File: config.mk
export PLATFORM = sky130hd
export DESIGN_NAME = axil_cmd_master
export DESIGN_NICKNAME = d
export VERILOG_FILES = /design/src/rtl/axil_cmd_pkg.sv /design/src/rtl/axil_cmd_master.sv
export SDC_FILE = /design/constraint.sdc
export NUM_CORES = 1
export LEC_CHECK = 0
export ABC_AREA = 1
export ABC_CLOCK_PERIOD_IN_PS = 4300
export CAP_MARGIN = 25
export CORE_ASPECT_RATIO = 0.7
export CORE_UTILIZATION = 55
export DETAILED_ROUTE_END_ITERATION = 6
export DONT_BUFFER_PORTS = 1
export HOLD_SLACK_MARGIN = 0.05
export PLACE_DENSITY = 0.72
export SLEW_MARGIN = 10
export SYNTH_ARGS = -nofsm -noshare
export SYNTH_HDL_FRONTEND = slang
export SYNTH_SLANG_ARGS = --single-unit
File: constraint.sdc
create_clock -name clk -period 4.3 [get_ports clk]
set_input_delay 0.645 -clock clk [delete_from_list [all_inputs] [get_ports clk]]
set_output_delay 0.645 -clock clk [all_outputs]
set_load 0.03 [all_outputs]
File: src/rtl/axil_cmd_pkg.sv
// Shared constants for the byte-stream command to AXI-Lite master bridge:
// opcodes, error byte, response sizing and FSM state encodings.
package axil_cmd_pkg;

    localparam int unsigned BYTE_W    = 8;
    localparam int unsigned RSP_BYTES = 5;
    localparam int unsigned RSP_W     = RSP_BYTES * BYTE_W;
    localparam int unsigned CNT_W     = 3;

    localparam logic [7:0] OPC_WRITE = 8'h01;
    localparam logic [7:0] OPC_READ  = 8'h02;
    localparam logic [7:0] RSP_ERR   = 8'hFF;

    localparam logic [2:0] ST_OPCODE = 3'd0;
    localparam logic [2:0] ST_ADDR   = 3'd1;
    localparam logic [2:0] ST_DATA   = 3'd2;
    localparam logic [2:0] ST_WR     = 3'd3;
    localparam logic [2:0] ST_BRESP  = 3'd4;
    localparam logic [2:0] ST_RD     = 3'd5;
    localparam logic [2:0] ST_RDATA  = 3'd6;
    localparam logic [2:0] ST_RSP    = 3'd7;

endpackage

File: src/rtl/axil_cmd_master.sv
// Byte-stream command interpreter driving a single-outstanding AXI-Lite master;
// each command yields a short response byte stream.
module axil_cmd_master
    import axil_cmd_pkg::*;
#(
    parameter int unsigned DATA_WIDTH = 32,
    parameter int unsigned ADDR_WIDTH = 32,
    parameter int unsigned STRB_WIDTH = DATA_WIDTH / 8
) (
    input  logic                  clk,
    input  logic                  rstn,
    input  logic [7:0]            s_cmd_tdata,
    input  logic                  s_cmd_tvalid,
    output logic                  s_cmd_tready,
    output logic [7:0]            m_rsp_tdata,
    output logic                  m_rsp_tvalid,
    input  logic                  m_rsp_tready,
    output logic [ADDR_WIDTH-1:0] m_axil_awaddr,
    output logic [2:0]            m_axil_awprot,
    output logic                  m_axil_awvalid,
    input  logic                  m_axil_awready,
    output logic [DATA_WIDTH-1:0] m_axil_wdata,
    output logic [STRB_WIDTH-1:0] m_axil_wstrb,
    output logic                  m_axil_wvalid,
    input  logic                  m_axil_wready,
    input  logic [1:0]            m_axil_bresp,
    input  logic                  m_axil_bvalid,
    output logic                  m_axil_bready,
    output logic [ADDR_WIDTH-1:0] m_axil_araddr,
    output logic [2:0]            m_axil_arprot,
    output logic                  m_axil_arvalid,
    input  logic                  m_axil_arready,
    input  logic [DATA_WIDTH-1:0] m_axil_rdata,
    input  logic [1:0]            m_axil_rresp,
    input  logic                  m_axil_rvalid,
    output logic                  m_axil_rready
);

    logic [2:0]            state_q, state_nxt;
    logic [1:0]            idx_q, idx_nxt;
    logic                  op_rd_q, op_rd_nxt;
    logic [31:0]           addr_q, addr_nxt;
    logic [DATA_WIDTH-1:0] data_q, data_nxt;
    logic [RSP_W-1:0]      rsp_q, rsp_nxt;
    logic [CNT_W-1:0]      rsp_left_q, rsp_left_nxt;
    logic                  cmd_rdy_q, cmd_rdy_nxt;
    logic                  rsp_vld_q, rsp_vld_nxt;
    logic                  awvalid_q, awvalid_nxt;
    logic                  wvalid_q, wvalid_nxt;
    logic [STRB_WIDTH-1:0] wstrb_q, wstrb_nxt;
    logic                  bready_q, bready_nxt;
    logic                  arvalid_q, arvalid_nxt;
    logic                  rready_q, rready_nxt;
    logic                  cmd_fire, aw_ok, w_ok;

    // Next-state and next-output logic; every output is the flop of its _nxt.
    always_comb begin
        state_nxt    = state_q;
        idx_nxt      = idx_q;
        op_rd_nxt    = op_rd_q;
        addr_nxt     = addr_q;
        data_nxt     = data_q;
        rsp_nxt      = rsp_q;
        rsp_left_nxt = rsp_left_q;
        awvalid_nxt  = awvalid_q;
        wvalid_nxt   = wvalid_q;
        cmd_fire     = s_cmd_tvalid && cmd_rdy_q;
        aw_ok        = !awvalid_q || m_axil_awready;
        w_ok         = !wvalid_q || m_axil_wready;

        case (state_q)
            ST_OPCODE: begin
                if (cmd_fire) begin
                    idx_nxt = 2'd0;
                    if (s_cmd_tdata == OPC_WRITE || s_cmd_tdata == OPC_READ) begin
                        op_rd_nxt = (s_cmd_tdata == OPC_READ);
                        state_nxt = ST_ADDR;
                    end else begin
                        rsp_nxt      = RSP_W'(RSP_ERR);
                        rsp_left_nxt = CNT_W'(1);
                        state_nxt    = ST_RSP;
                    end
                end
            end
            ST_ADDR: begin
                if (cmd_fire) begin
                    addr_nxt[{idx_q, 3'b000} +: BYTE_W] = s_cmd_tdata;
                    idx_nxt = idx_q + 2'd1;
                    if (idx_q == 2'd3) begin
                        state_nxt = op_rd_q ? ST_RD : ST_DATA;
                    end
                end
            end
            ST_DATA: begin
                if (cmd_fire) begin
                    data_nxt[{idx_q, 3'b000} +: BYTE_W] = s_cmd_tdata;
                    idx_nxt = idx_q + 2'd1;
                    if (idx_q == 2'd3) begin
                        awvalid_nxt = 1'b1;
                        wvalid_nxt  = 1'b1;
                        state_nxt   = ST_WR;
                    end
                end
            end
            ST_WR: begin
                // AW and W complete independently; leave once both are done.
                if (awvalid_q && m_axil_awready) awvalid_nxt = 1'b0;
                if (wvalid_q && m_axil_wready)   wvalid_nxt  = 1'b0;
                if (aw_ok && w_ok)               state_nxt   = ST_BRESP;
            end
            ST_BRESP: begin
                if (m_axil_bvalid) begin
                    rsp_nxt      = RSP_W'({6'b0, m_axil_bresp});
                    rsp_left_nxt = CNT_W'(1);
                    state_nxt    = ST_RSP;
                end
            end
            ST_RD: begin
                if (m_axil_arready) state_nxt = ST_RDATA;
            end
            ST_RDATA: begin
                if (m_axil_rvalid) begin
                    rsp_nxt      = RSP_W'({6'b0, m_axil_rresp, m_axil_rdata});
                    rsp_left_nxt = CNT_W'(RSP_BYTES);
                    state_nxt    = ST_RSP;
                end
            end
            ST_RSP: begin
                // Response bytes shift out LSB-first.
                if (m_rsp_tready) begin
                    rsp_nxt      = rsp_q >> BYTE_W;
                    rsp_left_nxt = rsp_left_q - CNT_W'(1);
                    if (rsp_left_q == CNT_W'(1)) state_nxt = ST_OPCODE;
                end
            end
            default: state_nxt = ST_OPCODE;
        endcase

        cmd_rdy_nxt = (state_nxt == ST_OPCODE) || (state_nxt == ST_ADDR) || (state_nxt == ST_DATA);
        bready_nxt  = (state_nxt == ST_BRESP);
        arvalid_nxt = (state_nxt == ST_RD);
        rready_nxt  = (state_nxt == ST_RDATA);
        rsp_vld_nxt = (state_nxt == ST_RSP);
        wstrb_nxt   = wvalid_nxt ? '1 : '0;
    end

    always_ff @(posedge clk) begin
        if (!rstn) begin
            state_q    <= ST_OPCODE;
            idx_q      <= 2'd0;
            op_rd_q    <= 1'b0;
            addr_q     <= '0;
            data_q     <= '0;
            rsp_q      <= '0;
            rsp_left_q <= '0;
            cmd_rdy_q  <= 1'b1;
            rsp_vld_q  <= 1'b0;
            awvalid_q  <= 1'b0;
            wvalid_q   <= 1'b0;
            wstrb_q    <= '0;
            bready_q   <= 1'b0;
            arvalid_q  <= 1'b0;
            rready_q   <= 1'b0;
        end else begin
            state_q    <= state_nxt;
            idx_q      <= idx_nxt;
            op_rd_q    <= op_rd_nxt;
            addr_q     <= addr_nxt;
            data_q     <= data_nxt;
            rsp_q      <= rsp_nxt;
            rsp_left_q <= rsp_left_nxt;
            cmd_rdy_q  <= cmd_rdy_nxt;
            rsp_vld_q  <= rsp_vld_nxt;
            awvalid_q  <= awvalid_nxt;
            wvalid_q   <= wvalid_nxt;
            wstrb_q    <= wstrb_nxt;
            bready_q   <= bready_nxt;
            arvalid_q  <= arvalid_nxt;
            rready_q   <= rready_nxt;
        end
    end

    assign s_cmd_tready   = cmd_rdy_q;
    assign m_rsp_tdata    = rsp_q[BYTE_W-1:0];
    assign m_rsp_tvalid   = rsp_vld_q;
    assign m_axil_awaddr  = ADDR_WIDTH'(addr_q);
    assign m_axil_awprot  = 3'b000;
    assign m_axil_awvalid = awvalid_q;
    assign m_axil_wdata   = data_q;
    assign m_axil_wstrb   = wstrb_q;
    assign m_axil_wvalid  = wvalid_q;
    assign m_axil_bready  = bready_q;
    assign m_axil_araddr  = ADDR_WIDTH'(addr_q);
    assign m_axil_arprot  = 3'b000;
    assign m_axil_arvalid = arvalid_q;
    assign m_axil_rready  = rready_q;

endmodule

==> results.cfg <==
[floorplan]
fp.dieW_um = 122
rows = 30
die_area_sq_um = 10600
io_pins = 174
start_util_pct = 57.2
fp.coreArea_sq_um = 9760
die_y_um = 86.3

[placed_design]
place_inst = 886
place_hpwl_mm = 9.59
place.gp.congestion = 0.916
portBuffers = 0

[cts]
cts_max_level = 4
clk_pin_slew_worst_paths_ns = 0.05
cts_buffers = 17
clock_latency_ns = 0.41
post_cts_buffers = 0
clockBufferDepth = 2
cts_tree = built
post_cts_resized = 0
cts_sinks = 114
root_buffer = clkbuf_16
ctsHoldBuffers = 0

[global_route]
overflow = 0
grt_pass1_vias = 4258
grt_pass1_wl_mm = 21.7
antenna_found_initial = 0
grt_max_degree = 67
grt_util_all_layers_pct = 26.7

[setup_path]
path_class = reg2reg
crit_end = rsp_q[16]
r2r_cells = 10
worstPathArrival_ns = 3.02
critical_path.startpoint = state_q[2]
endpoint_kind = flop
r2r-start = state_q[2]
r2r_setup_slack_ns = 1.54
worstPathMaxFanout = 53
r2r_end = rsp_q[16]
worstPathRequired_ns = 4.57
cp-start-kind = flop

[logic_synthesis]
synth_cell_types = 28
yosys_warnings = 0
ys_ff_latch = 114
ys_seq_area_share_pct = 40.9
syn_avg_cell_area_sq_um = 6.67
mappedNetlistArea_sq_um = 5580
synthCells = 837

[drt]
drt_iter0_drc = 347
drt_first_pass_iters = 7
antenna_left = 0
drc = 0
viasPerCell = 5.38
wl_per_cell_um = 14.9
wl_mm = 13.6
num_vias = 4939

[worst_hold_path]
holdCritPathClass = in2reg

[sta]
fmax_ghz = 0.363
drv_slew = 0
period_needed_ns = 2.76
worst_pin_slew_ns = 0.889
maxSlewHeadroom_pct = 40.7
finalSetupTns_ns = 0
finClkSkew_ns = 0.00935
finalCritPeriodShare_pct = 64.1
setup_viol = 0
grt_setup_unrepaired = no
hold_violations = 0

[pwr]
powerDensity_nw_per_um2 = 729
p_leak_nw = 2.54
peakVddDrop_uv = 374

[finish]
nets = 837
fillers = 917
drive_above_1_share_pct = 6.46
final_util_pct = 59.6
area_delta_synth_final_pct = 4.28
seq_area_sq_um = 2280
multi_input_area_sq_um = 2470
antenna_cells = 0
final_cells = 918

[run_status]
outcome = completed

[job]
cap_violations = 0
-- registers in the layout, summed over array words and instances, names as in the netlist --
register	cells
state_q	3
m_axil_wstrb	1
s_cmd_tready	1
m_axil_bready	1
op_rd_q	1
m_rsp_tvalid	1
m_axil_wdata	32
m_axil_awvalid	1
m_axil_rready	1
m_axil_arvalid	1
rsp_q	34
idx_q	2
m_axil_araddr	32
rsp_left_q	3
-- layout make-up --
| class | instances | area share [%] |
|---|---|---|
| repair buffers | 2 | 0.258 |
| multi-input cells | 561 | 42.4 |
| well taps | 128 | 2.75 |
| inverters | 81 | 5.22 |
| flip-flops and latches | 114 | 39.2 |
| clock inverters | 12 | 2.28 |
| clock buffers | 20 | 7.85 |
-- stage by stage --
stage          worst slack [ns]  power, mW  hold slack (ns)  instance area (sq um)
2_1_floorplan              2.46       2.72            0.424                   5600
3_3_place_gp               1.50       2.82            0.434                   5230
3_5_place_dp               1.40       2.86            0.467                   5230
4_1_cts                    1.58       4.24            0.308                   5820
5_1_grt                    1.26       4.56            0.307                   5820
6_report                   1.54       4.24            0.320                   5820
-- layout by cell type, fill, tap and decap left out, drive strengths merged, types with 5 or more instances in the layout --
cell,count
nor3,16
conb,6
clkinv,5
a22oi,7
ha,7
a21oi,54
dfxtp,114
nand3,55
nand2,196
nor2,164
clkinvlp,6
inv,80
clkbuf,20
o21ai,48
-- worst min path at each step --
stage	slack (ns)	from	cells after the start	endpoint
5_1_grt	0.31	m_axil_wready	1	m_axil_wstrb[2]
3_3_place_gp	0.43	op_rd_q	2	op_rd_q
4_1_cts	0.31	m_axil_wready	1	m_axil_wstrb[2]
2_1_floorplan	0.42	op_rd_q	2	op_rd_q
6_report	0.32	m_axil_wready	1	m_axil_wstrb[2]
3_5_place_dp	0.47	op_rd_q	2	op_rd_q
-- kinds of logic after synthesis --
kind of cell / synth area share, %
AO/OA/AOI/OAI: 10.7
XOR/XNOR: 0.157
adder cells (fa/ha/maj): 1.57
buffers and inverters: 15.3
flip-flops: 40.9
other: 0.0672
AND/OR/NAND/NOR: 31.4
-- routing by layer --
metal	wire length [um]	global-route usage (%)	part of all wire [%]
met1	6330	37.7	46
met4	110	6.76	0.81
met2	5690	36.2	42
met5	0	0	0
met3	1520	12.3	11
-- critical path, cell delays in order (launching register included) --
cell,delay (ns)
dfxtp_1,0.59
inv_2,0.19
nor2_4,0.43
nand2_1,0.11
nand3_1,0.12
nor2_2,0.03
buf_4,0.21
nand2_2,0.67
nand2_1,0.11
nand2_1,0.09
nor2_1,0.04
-- where the power goes --
part | internal (mW) | switching (mW)
clock network | 0.882 | 0.506
registers | 1.23 | 0.258
logic | 0.430 | 0.938
-- cell usage after synthesis --
| cell | count | area, sq um |
|---|---|---|
| a211oi_1 | 1 | 7.51 |
| a21oi_1 | 54 | 270 |
| a22oi_1 | 7 | 52.6 |
| a31oi_1 | 1 | 6.26 |
| buf_1 | 3 | 11.3 |
| buf_2 | 12 | 60.1 |
| buf_4 | 56 | 420 |
| clkbuf_1 | 15 | 56.3 |
| clkinv_1 | 2 | 7.51 |
| conb_1 | 1 | 3.75 |
| dfxtp_1 | 114 | 2280 |
| ha_1 | 7 | 87.6 |
| inv_1 | 74 | 278 |
| inv_2 | 5 | 18.8 |
| nand2_1 | 194 | 728 |
| nand2_2 | 2 | 12.5 |
| nand3_1 | 55 | 275 |
| nand4_1 | 1 | 6.26 |
| nor2_1 | 158 | 593 |
| nor2_2 | 5 | 31.3 |
| nor2_4 | 1 | 11.3 |
| nor3_1 | 16 | 80.1 |
| o211ai_1 | 2 | 15.0 |
| o21ai_0 | 46 | 230 |
| o21ai_1 | 1 | 5.00 |
| o21ai_2 | 1 | 8.76 |
| or2_2 | 2 | 12.5 |
| xnor2_1 | 1 | 8.76 |
(Power assumes the default switching activity.)
